## src/rtl/commit_trace_buffer_if.sv

```systemverilog
// Drain port of the commit trace buffer: valid/ready handshake carrying one
// commit record (PC, instruction, ALU result, write-back data, flags, sequence).
interface commit_trace_buffer_if #(
    parameter int XLEN = 32
);
    logic            out_valid;
    logic            out_ready;
    logic [XLEN-1:0] out_pc;
    logic [XLEN-1:0] out_instr;
    logic [XLEN-1:0] out_alu;
    logic [XLEN-1:0] out_wdata;
    logic [2:0]      out_flags;
    logic [15:0]     out_seq;

    modport master (
        output out_valid, out_pc, out_instr, out_alu, out_wdata, out_flags, out_seq,
        input  out_ready
    );

    modport slave (
        input  out_valid, out_pc, out_instr, out_alu, out_wdata, out_flags, out_seq,
        output out_ready
    );
endinterface

```

## src/rtl/commit_trace_buffer.sv

```systemverilog
// Circular FIFO recording one sequence-numbered commit record per clock from the
// processor's observation outputs; drained over a valid/ready port, drops counted.
module commit_trace_buffer #(
    parameter int DEPTH = 16,
    parameter int XLEN  = 32
) (
    input  logic                     clk,
    input  logic                     rst,
    input  logic                     cap_en,
    input  logic [XLEN-1:0]          pc,
    input  logic [XLEN-1:0]          instruction,
    input  logic [XLEN-1:0]          ALU_result,
    input  logic [XLEN-1:0]          write_data,
    input  logic                     RegWrite,
    input  logic                     MemRead,
    input  logic                     MemWrite,
    commit_trace_buffer_if.master    drain,
    output logic [$clog2(DEPTH):0]   count,
    output logic                     full,
    output logic                     empty,
    output logic [15:0]              drop_cnt,
    output logic                     overflow
);
    localparam int AW    = $clog2(DEPTH);
    localparam int REC_W = 4 * XLEN + 3 + 16;

    logic [REC_W-1:0] r_mem [DEPTH];
    logic [AW-1:0]    r_wr_ptr;
    logic [AW-1:0]    r_rd_ptr;
    logic [AW:0]      r_count;
    logic             r_full;
    logic             r_empty;
    logic [15:0]      r_seq;
    logic [15:0]      r_drop_cnt;
    logic             r_overflow;

    logic             w_try;
    logic             w_pop;
    logic             w_push;
    logic             w_drop;
    logic [AW:0]      w_count_nxt;
    logic [REC_W-1:0] w_head;

    function automatic logic [15:0] sat_inc16(input logic [15:0] v);
        return (v == 16'hFFFF) ? v : v + 16'd1;
    endfunction

    // An all-zero instruction is a reset bubble and never consumes a sequence number.
    assign w_try  = cap_en && (instruction != '0);
    assign w_pop  = !r_empty && drain.out_ready;
    assign w_push = w_try && (!r_full || w_pop);
    assign w_drop = w_try && r_full && !w_pop;

    always_comb begin
        w_count_nxt = r_count;
        case ({w_push, w_pop})
            2'b10:   w_count_nxt = r_count + 1'b1;
            2'b01:   w_count_nxt = r_count - 1'b1;
            default: w_count_nxt = r_count;
        endcase
    end

    // Storage is data only: not reset, a stale slot is harmless once pointers clear.
    always_ff @(posedge clk) begin
        if (w_push) begin
            r_mem[r_wr_ptr] <= {pc, instruction, ALU_result, write_data,
                                RegWrite, MemRead, MemWrite, r_seq};
        end
    end

    always_ff @(posedge clk) begin
        if (rst) begin
            r_wr_ptr   <= '0;
            r_rd_ptr   <= '0;
            r_count    <= '0;
            r_full     <= 1'b0;
            r_empty    <= 1'b1;
            r_seq      <= '0;
            r_drop_cnt <= '0;
            r_overflow <= 1'b0;
        end else begin
            if (w_push) r_wr_ptr <= r_wr_ptr + 1'b1;
            if (w_pop)  r_rd_ptr <= r_rd_ptr + 1'b1;
            r_count <= w_count_nxt;
            r_full  <= (w_count_nxt == (AW+1)'(DEPTH));
            r_empty <= (w_count_nxt == '0);
            // Dropped captures still advance seq so gaps in out_seq expose losses.
            if (w_try) r_seq <= r_seq + 16'd1;
            if (w_drop) begin
                r_drop_cnt <= sat_inc16(r_drop_cnt);
                r_overflow <= 1'b1;
            end
        end
    end

    assign w_head = r_mem[r_rd_ptr];

    assign drain.out_valid = !r_empty;
    assign {drain.out_pc, drain.out_instr, drain.out_alu, drain.out_wdata,
            drain.out_flags, drain.out_seq} = w_head;

    assign count    = r_count;
    assign full     = r_full;
    assign empty    = r_empty;
    assign drop_cnt = r_drop_cnt;
    assign overflow = r_overflow;
endmodule

```

## src/flat_wrapper.sv

```systemverilog
// flat-port wrapper written by rule: the top's interface ports become plain ports
module commit_trace_buffer_flat 
#(
    parameter int DEPTH = 16,
    parameter int XLEN  = 32
)
  (clk, rst, cap_en, pc, instruction, ALU_result, write_data, RegWrite, MemRead, MemWrite, count, full, empty, drop_cnt, overflow, drain_out_valid, drain_out_pc, drain_out_instr, drain_out_alu, drain_out_wdata, drain_out_flags, drain_out_seq, drain_out_ready);
  commit_trace_buffer_if #(.XLEN(XLEN)) drain_i ();
  input  logic clk;
  input  logic rst;
  input  logic cap_en;
  input  logic [XLEN-1:0] pc;
  input  logic [XLEN-1:0] instruction;
  input  logic [XLEN-1:0] ALU_result;
  input  logic [XLEN-1:0] write_data;
  input  logic RegWrite;
  input  logic MemRead;
  input  logic MemWrite;
  output logic [$clog2(DEPTH):0] count;
  output logic full;
  output logic empty;
  output logic [15:0] drop_cnt;
  output logic overflow;
  output wire logic [$bits(drain_i.out_valid)-1:0] drain_out_valid;
  output wire logic [$bits(drain_i.out_pc)-1:0] drain_out_pc;
  output wire logic [$bits(drain_i.out_instr)-1:0] drain_out_instr;
  output wire logic [$bits(drain_i.out_alu)-1:0] drain_out_alu;
  output wire logic [$bits(drain_i.out_wdata)-1:0] drain_out_wdata;
  output wire logic [$bits(drain_i.out_flags)-1:0] drain_out_flags;
  output wire logic [$bits(drain_i.out_seq)-1:0] drain_out_seq;
  input wire logic [$bits(drain_i.out_ready)-1:0] drain_out_ready;
  assign drain_out_valid = drain_i.out_valid;
  assign drain_out_pc = drain_i.out_pc;
  assign drain_out_instr = drain_i.out_instr;
  assign drain_out_alu = drain_i.out_alu;
  assign drain_out_wdata = drain_i.out_wdata;
  assign drain_out_flags = drain_i.out_flags;
  assign drain_out_seq = drain_i.out_seq;
  assign drain_i.out_ready = drain_out_ready;
  commit_trace_buffer #(.DEPTH(DEPTH), .XLEN(XLEN)) u_core (.clk(clk), .rst(rst), .cap_en(cap_en), .pc(pc), .instruction(instruction), .ALU_result(ALU_result), .write_data(write_data), .RegWrite(RegWrite), .MemRead(MemRead), .MemWrite(MemWrite), .drain(drain_i), .count(count), .full(full), .empty(empty), .drop_cnt(drop_cnt), .overflow(overflow));
endmodule
```

## config.mk

```make
export PLATFORM = sky130hd
export DESIGN_NAME = commit_trace_buffer_flat
export DESIGN_NICKNAME = d
export VERILOG_FILES = /design/src/rtl/commit_trace_buffer_if.sv /design/src/rtl/commit_trace_buffer.sv /design/src/flat_wrapper.sv
export SDC_FILE = /design/constraint.sdc
export NUM_CORES = 2
export LEC_CHECK = 0
export BUFFER_PORTS_ARGS = -buffer_cell sky130_fd_sc_hd__buf_2
export CORE_MARGIN = 4
export CORE_UTILIZATION = 40
export CTS_BUF_LIST = sky130_fd_sc_hd__clkbuf_8
export DETAILED_ROUTE_END_ITERATION = 8
export GPL_TIMING_DRIVEN = 0
export SYNTH_ARGS = -nofsm -noshare
export SYNTH_HDL_FRONTEND = slang
export SYNTH_SLANG_ARGS = --single-unit
```

## constraint.sdc

```tcl
create_clock -name clk -period 31.1 [get_ports clk]
set_input_delay 1.555 -clock clk [delete_from_list [all_inputs] [get_ports clk]]
set_output_delay 1.555 -clock clk [all_outputs]
set_load 0.01 [all_outputs]
```

Word-level counts from Yosys, hierarchy flattened
Memory sizes are Yosys's and may differ from the RTL's. A register that Yosys moved wholly into a read port is not among the register bits.
Cells that the tools add are included.
- bits in registers: 48
- memory bits (writable): 2352
- bits of input ports: 135
- logic and storage cells: 37
- memories kept: 1
- add/subtract/negate cells: 6
- equality and inequality tests: 4
- mux-type cells: 5
- bitwise logic cells: 1
- reductions and logical operators: 12
- memory list (memory ; words ; bits a word ; rd ports ; clocked after memory_dff ; wr ports ; line ; source):
    u_core.r_mem ; 16 ; 147 ; 1 ; 1 ; 1 ; commit_trace_buffer.sv:27 ; logic [REC_W-1:0] r_mem [DEPTH];
- operators with widths (cell ; count):
    adder 16 x 1 -> 16 bit, second input constant ; 2
    nonzero test 32 bit ; 1
    == test 16 bit, second input constant ; 1
    case mux 5 bit (2 select lines) ; 1
    adder 4 x 1 -> 4 bit, second input constant ; 2
    2-to-1 mux 4 bit ; 2
    adder 5 x 1 -> 5 bit, second input constant ; 1
    == test 5 bit, second input constant ; 1
    logical AND 1 bit ; 5
    logical NOT 5 bit ; 1
    subtractor 5 x 1 -> 5 bit, second input constant ; 1
    logical NOT 1 bit ; 3
    == test 2 x 1 -> 1 bit, second input constant ; 1
    == test 2 bit, second input constant ; 1
    2-to-1 mux 1 bit ; 2
    AND reduction 2 bit ; 1
    logical OR 1 bit ; 1
    inverter 1 bit ; 1

Logic depth before layout (Yosys ltp)
- depth after elaboration: 7
- gate-level depth with buffers: 15
- mapped depth without buffers: 13

Worst setup path after synthesis
OpenSTA, ideal clock, no wires.
- kind: input -> register
- start point: in instruction[28]
- end point: mem u_core.r_mem[1][0] (netlist bit) (enable)
- arrival time: 16.251 ns
- required time: 30.087 ns
- path slack: 13.836 ns
- stages on the path: 7
- buffers on the path: 1
- cell sequence: nor4_1 > nand4_1 > o21ai_2 > a21oi_1 > inv_2 > buf_2 > nor4_1
- longest elaborated chain between the ends: 5
- RTL lines (what ; line ; source):
    from (decl) ; flat_wrapper.sv:13 ; input logic [XLEN-1:0] instruction;
    nonzero test 32 bit ; commit_trace_buffer.sv:49 ; assign w_try = cap_en && (instruction != '0);
    logical AND 1 bit ; commit_trace_buffer.sv:49 ;
    logical AND 1 bit ; commit_trace_buffer.sv:51 ; assign w_push = w_try && (!r_full || w_pop);
    2-to-1 mux 1 bit ; commit_trace_buffer.sv:65 ; if (w_push) begin
    2-to-1 mux 1 bit (implied by the code) ; commit_trace_buffer.sv:66 ; r_mem[r_wr_ptr] <= {pc, instruction, ALU_result, write_data,
    to (decl) ; commit_trace_buffer.sv:27 ;
Every way passes these cells.

==> results.rst <==
.. list-table::
   :header-rows: 1

   * - Metric
     - Value
   * - Status
     - finished, final reports clean
   * - Setup TNS
     - 0 ns
   * - Gr usage total
     - 20.1%
   * - Post-DP HPWL
     - 148000 um
   * - Post-route core utilization
     - 47.0%
   * - List of most frequent post-synthesis cells
     - 2352 x edfxtp_1, 720 x mux4_2, 93 x clkbuf_1
   * - Remaining Overflow, GRT
     - 0
   * - Dominant register cell in the synthesized netlist
     - edfxtp_1
   * - Clock skew after layout
     - 0.0411 ns
   * - Routed wire length
     - 238000 um
   * - Proportion of synthesized flip-flops having asynchronous set or reset
     - 0%
   * - Final net count
     - 4703
   * - Number of buffers inserted by hold repair at cts
     - 0
   * - Unique cell type count in the Yosys netlist
     - 46
   * - Cell type contributing the most total cell area after synthesis
     - edfxtp_1
   * - Layout overhead on the synthesized area
     - 16.6%
   * - Number of cells in the finished layout apart from fillers
     - 7860
   * - Synth Area per Inst
     - 25.0 um^2
   * - Number of vias after detailed routing
     - 43900
   * - Pin count of the biggest net entering global routing
     - 43
   * - Comb power frac
     - 14.1%
   * - Relative max-transition margin
     - 20.6%
   * - CTS root buf
     - clkbuf_8
   * - Die width
     - 485 um
   * - P_leak
     - 33.4 nW
   * - Post-synthesis sequential element count
     - 2404
   * - Clock-pin transition on the worst setup and hold timing paths
     - 0.06 ns
   * - Critical Path End Type
     - output pin
   * - Share of the yosys chip area belonging to registers
     - 78.9%
   * - Routability-driven placement congestion ratio
     - 0.738
   * - Setup repair after global routing missed its margin
     - no
   * - Total of cells resized after clock tree synthesis
     - 0
   * - Hold/Removal Path Class
     - reg -> reg
   * - EDFF count, synth
     - 2352
   * - Most frequent cell after synthesis
     - edfxtp_1
   * - Largest cells by area after synthesis
     - edfxtp_1 78%, mux4_2 18%, dfxtp_1 1.1%
   * - Fmax achieved
     - 0.170 GHz
   * - Type of the worst setup path
     - reg -> out
   * - Die height
     - 485 um
   * - IO buf count
     - 306
   * - Mapped Nets
     - 3776
   * - # DRC
     - 0
   * - Starting density of the core
     - 40.3%
   * - Internal power summed over all cells
     - 5.33 mW
   * - Reported net switching power
     - 1.76 mW
   * - Clock share of power
     - 34.6%
   * - First-pass iteration count of the detailed router
     - 5
   * - Row Count
     - 174
   * - Final hold violations
     - 0
   * - Clock Path Buffers
     - 4
   * - Synthesized area
     - 0.0908 mm^2
   * - Max Cap Viol
     - 0
   * - Slew Viols, Final
     - 0
   * - Share of layout cells above drive strength 1
     - 37.3%
   * - Fraction of post-synthesis cell area in the top cell type by area
     - 77.8%
   * - Global-route wire length before repair
     - 336000 um
   * - Setup violation total in the final timing report
     - 0
   * - TritonCTS clock tree
     - yes
   * - Required time reported for the critical path endpoint
     - 29.55 ns
   * - Final setup slack of the worst path
     - 25.21 ns
   * - Initial DRC count
     - 5025
   * - Reg-to-reg startpoint
     - u_core.empty
   * - Number of antenna violations at the first check in global routing
     - 64
   * - Final std cell area, no fill
     - 0.106 mm^2
   * - Sum of internal, switching and leakage power
     - 7.10 mW
   * - Peak ir drop on the vdd network
     - 0.0389 mV
   * - Post-CTS setup repair buffer count
     - 0
   * - Max Fanout on Critical Path
     - 10
   * - Worst Setup Start Kind
     - register
   * - Number of nets still failing antenna checks after routing
     - 0
   * - Core area
     - 0.225 mm^2
   * - Worst setup slack after placement
     - 24.54 ns
   * - R2r setup slk
     - 27.08 ns
   * - Placed standard-cell area
     - 0.0990 mm^2
   * - Count of warnings emitted by yosys
     - 0
   * - Crit path to
     - drain_out_pc[27]
   * - Total clock sinks
     - 2404
   * - Final worst-path cycle share
     - 19.0%
   * - Share of total power in sequential cells
     - 51.3%
   * - Die area
     - 0.235 mm^2
   * - Placed Cells incl. Taps
     - 7156
   * - Number of global-route vias before repair
     - 45300
   * - H-tree Lvls
     - 5
   * - Length in cells of the worst reg-to-reg path
     - 12
   * - Detail-routed via count per cell
     - 5.58
   * - Clock insertion delay at the later pin of the skew report
     - 1.06 ns
   * - Arrival time at the worst endpoint
     - 4.34 ns
   * - Number of placed I/O pins
     - 307
   * - Transition time at the pin with the least slew margin
     - 1.19 ns
   * - Power per Cell Area
     - 67.0 mW/mm^2
   * - Destination of the worst register-to-register timing path
     - u_core.r_mem[2][63]
   * - Average wire per cell in the routed design
     - 30.3 um
   * - Number of instances in the synthesized netlist
     - 3631
   * - Cts bufs inserted
     - 392
   * - Fin crit period
     - 5.90 ns
   * - Switching fraction of total power
     - 24.9%
   * - Final Hold Slack
     - 0.455 ns
-- registers in the layout (all words and copies together), names as in the netlist, named ones only --
signal,flops
u_core.r_mem,2352
u_core.full,1
u_core.drop_cnt,16
u_core.empty,1
u_core.r_seq,16
u_core.r_rd_ptr,4
u_core.overflow,1
u_core.r_wr_ptr,4
u_core.count,5
-- cells by family after synthesis --
kind of cell | Yosys count | share of synthesized area (%)
AO/OA/AOI/OAI | 87 | 0.609
XOR/XNOR | 22 | 0.212
adder cells (fa/ha/maj) | 10 | 0.138
buffers and inverters | 204 | 1.02
flip-flops | 2404 | 78.9
multiplexers | 743 | 18.1
AND/OR/NAND/NOR | 161 | 1.00
-- layout by cell type, fill, tap and decap left out, types with 9 or more instances in the layout --
cell,count
nand2_1,16
buf_16,24
buf_4,114
nor2b_1,22
a211oi_1,15
nand4_1,9
buf_1,21
buf_8,9
mux2i_1,19
clkinv_1,93
buf_12,17
nor2_1,31
clkbuf_1,85
edfxtp_1,2352
clkbuf_8,401
buf_2,360
clkinv_2,35
buf_6,84
dfxtp_1,52
a21oi_1,36
diode_2,35
ha_1,10
mux4_2,720
xor2_1,19
inv_1,139
nor4_1,13
-- layout make-up --
type	count	area (um^2)
inverter	15	56.3
tap	2992	3740
antenna	35	87.6
fill	18600	119000
timing repair buffer	533	4300
buffer	189	877
clock buffer	401	5520
clock inverter	268	1290
multi-input combinational	1023	18300
sequential	2404	71700
-- critical path, cell delays in order, from the launching register on --
cell	delay [ns]
dfxtp_1	0.30
buf_2	0.22
clkbuf_1	0.79
clkbuf_1	0.79
mux4_2	0.43
mux4_2	0.58
buf_2	0.18
-- per-layer routing --
| layer | part of all wire [%] | track usage, % | wire length, um | up-vias |
|---|---|---|---|---|
| li1 | - | - | - | 17800 |
| met1 | 40 | 27.2 | 95100 | 23700 |
| met2 | 49 | 32.4 | 117000 | 1903 |
| met3 | 8.5 | 5.05 | 20200 | 423 |
| met4 | 2.6 | 6.03 | 6080 | 24 |
| met5 | 0.063 | 0 | 150 | - |
-- power groups by stage --
stage	combinational (mW)	sequential [mW]	clock (mW)
final	1.00	3.64	2.46
after global routing	1.07	3.64	2.68
after CTS	1.03	3.64	2.52
after detailed placement	1.03	3.70	0
after global placement	0.995	3.78	0
after floorplan	0.617	3.73	0
-- how the worst min path moves through the flow --
stage                        from               to  slack, ns  cells past startpoint
2_1_floorplan  u_core.r_rd_ptr[1]         register       0.47                      2
3_3_place_gp      u_core.overflow  u_core.overflow       0.45                      2
3_5_place_dp      u_core.overflow  u_core.overflow       0.45                      2
4_1_cts           u_core.overflow  u_core.overflow       0.46                      2
5_1_grt           u_core.overflow  u_core.overflow       0.49                      2
6_report          u_core.overflow  u_core.overflow       0.46                      2
(Power assumes the default switching activity.)
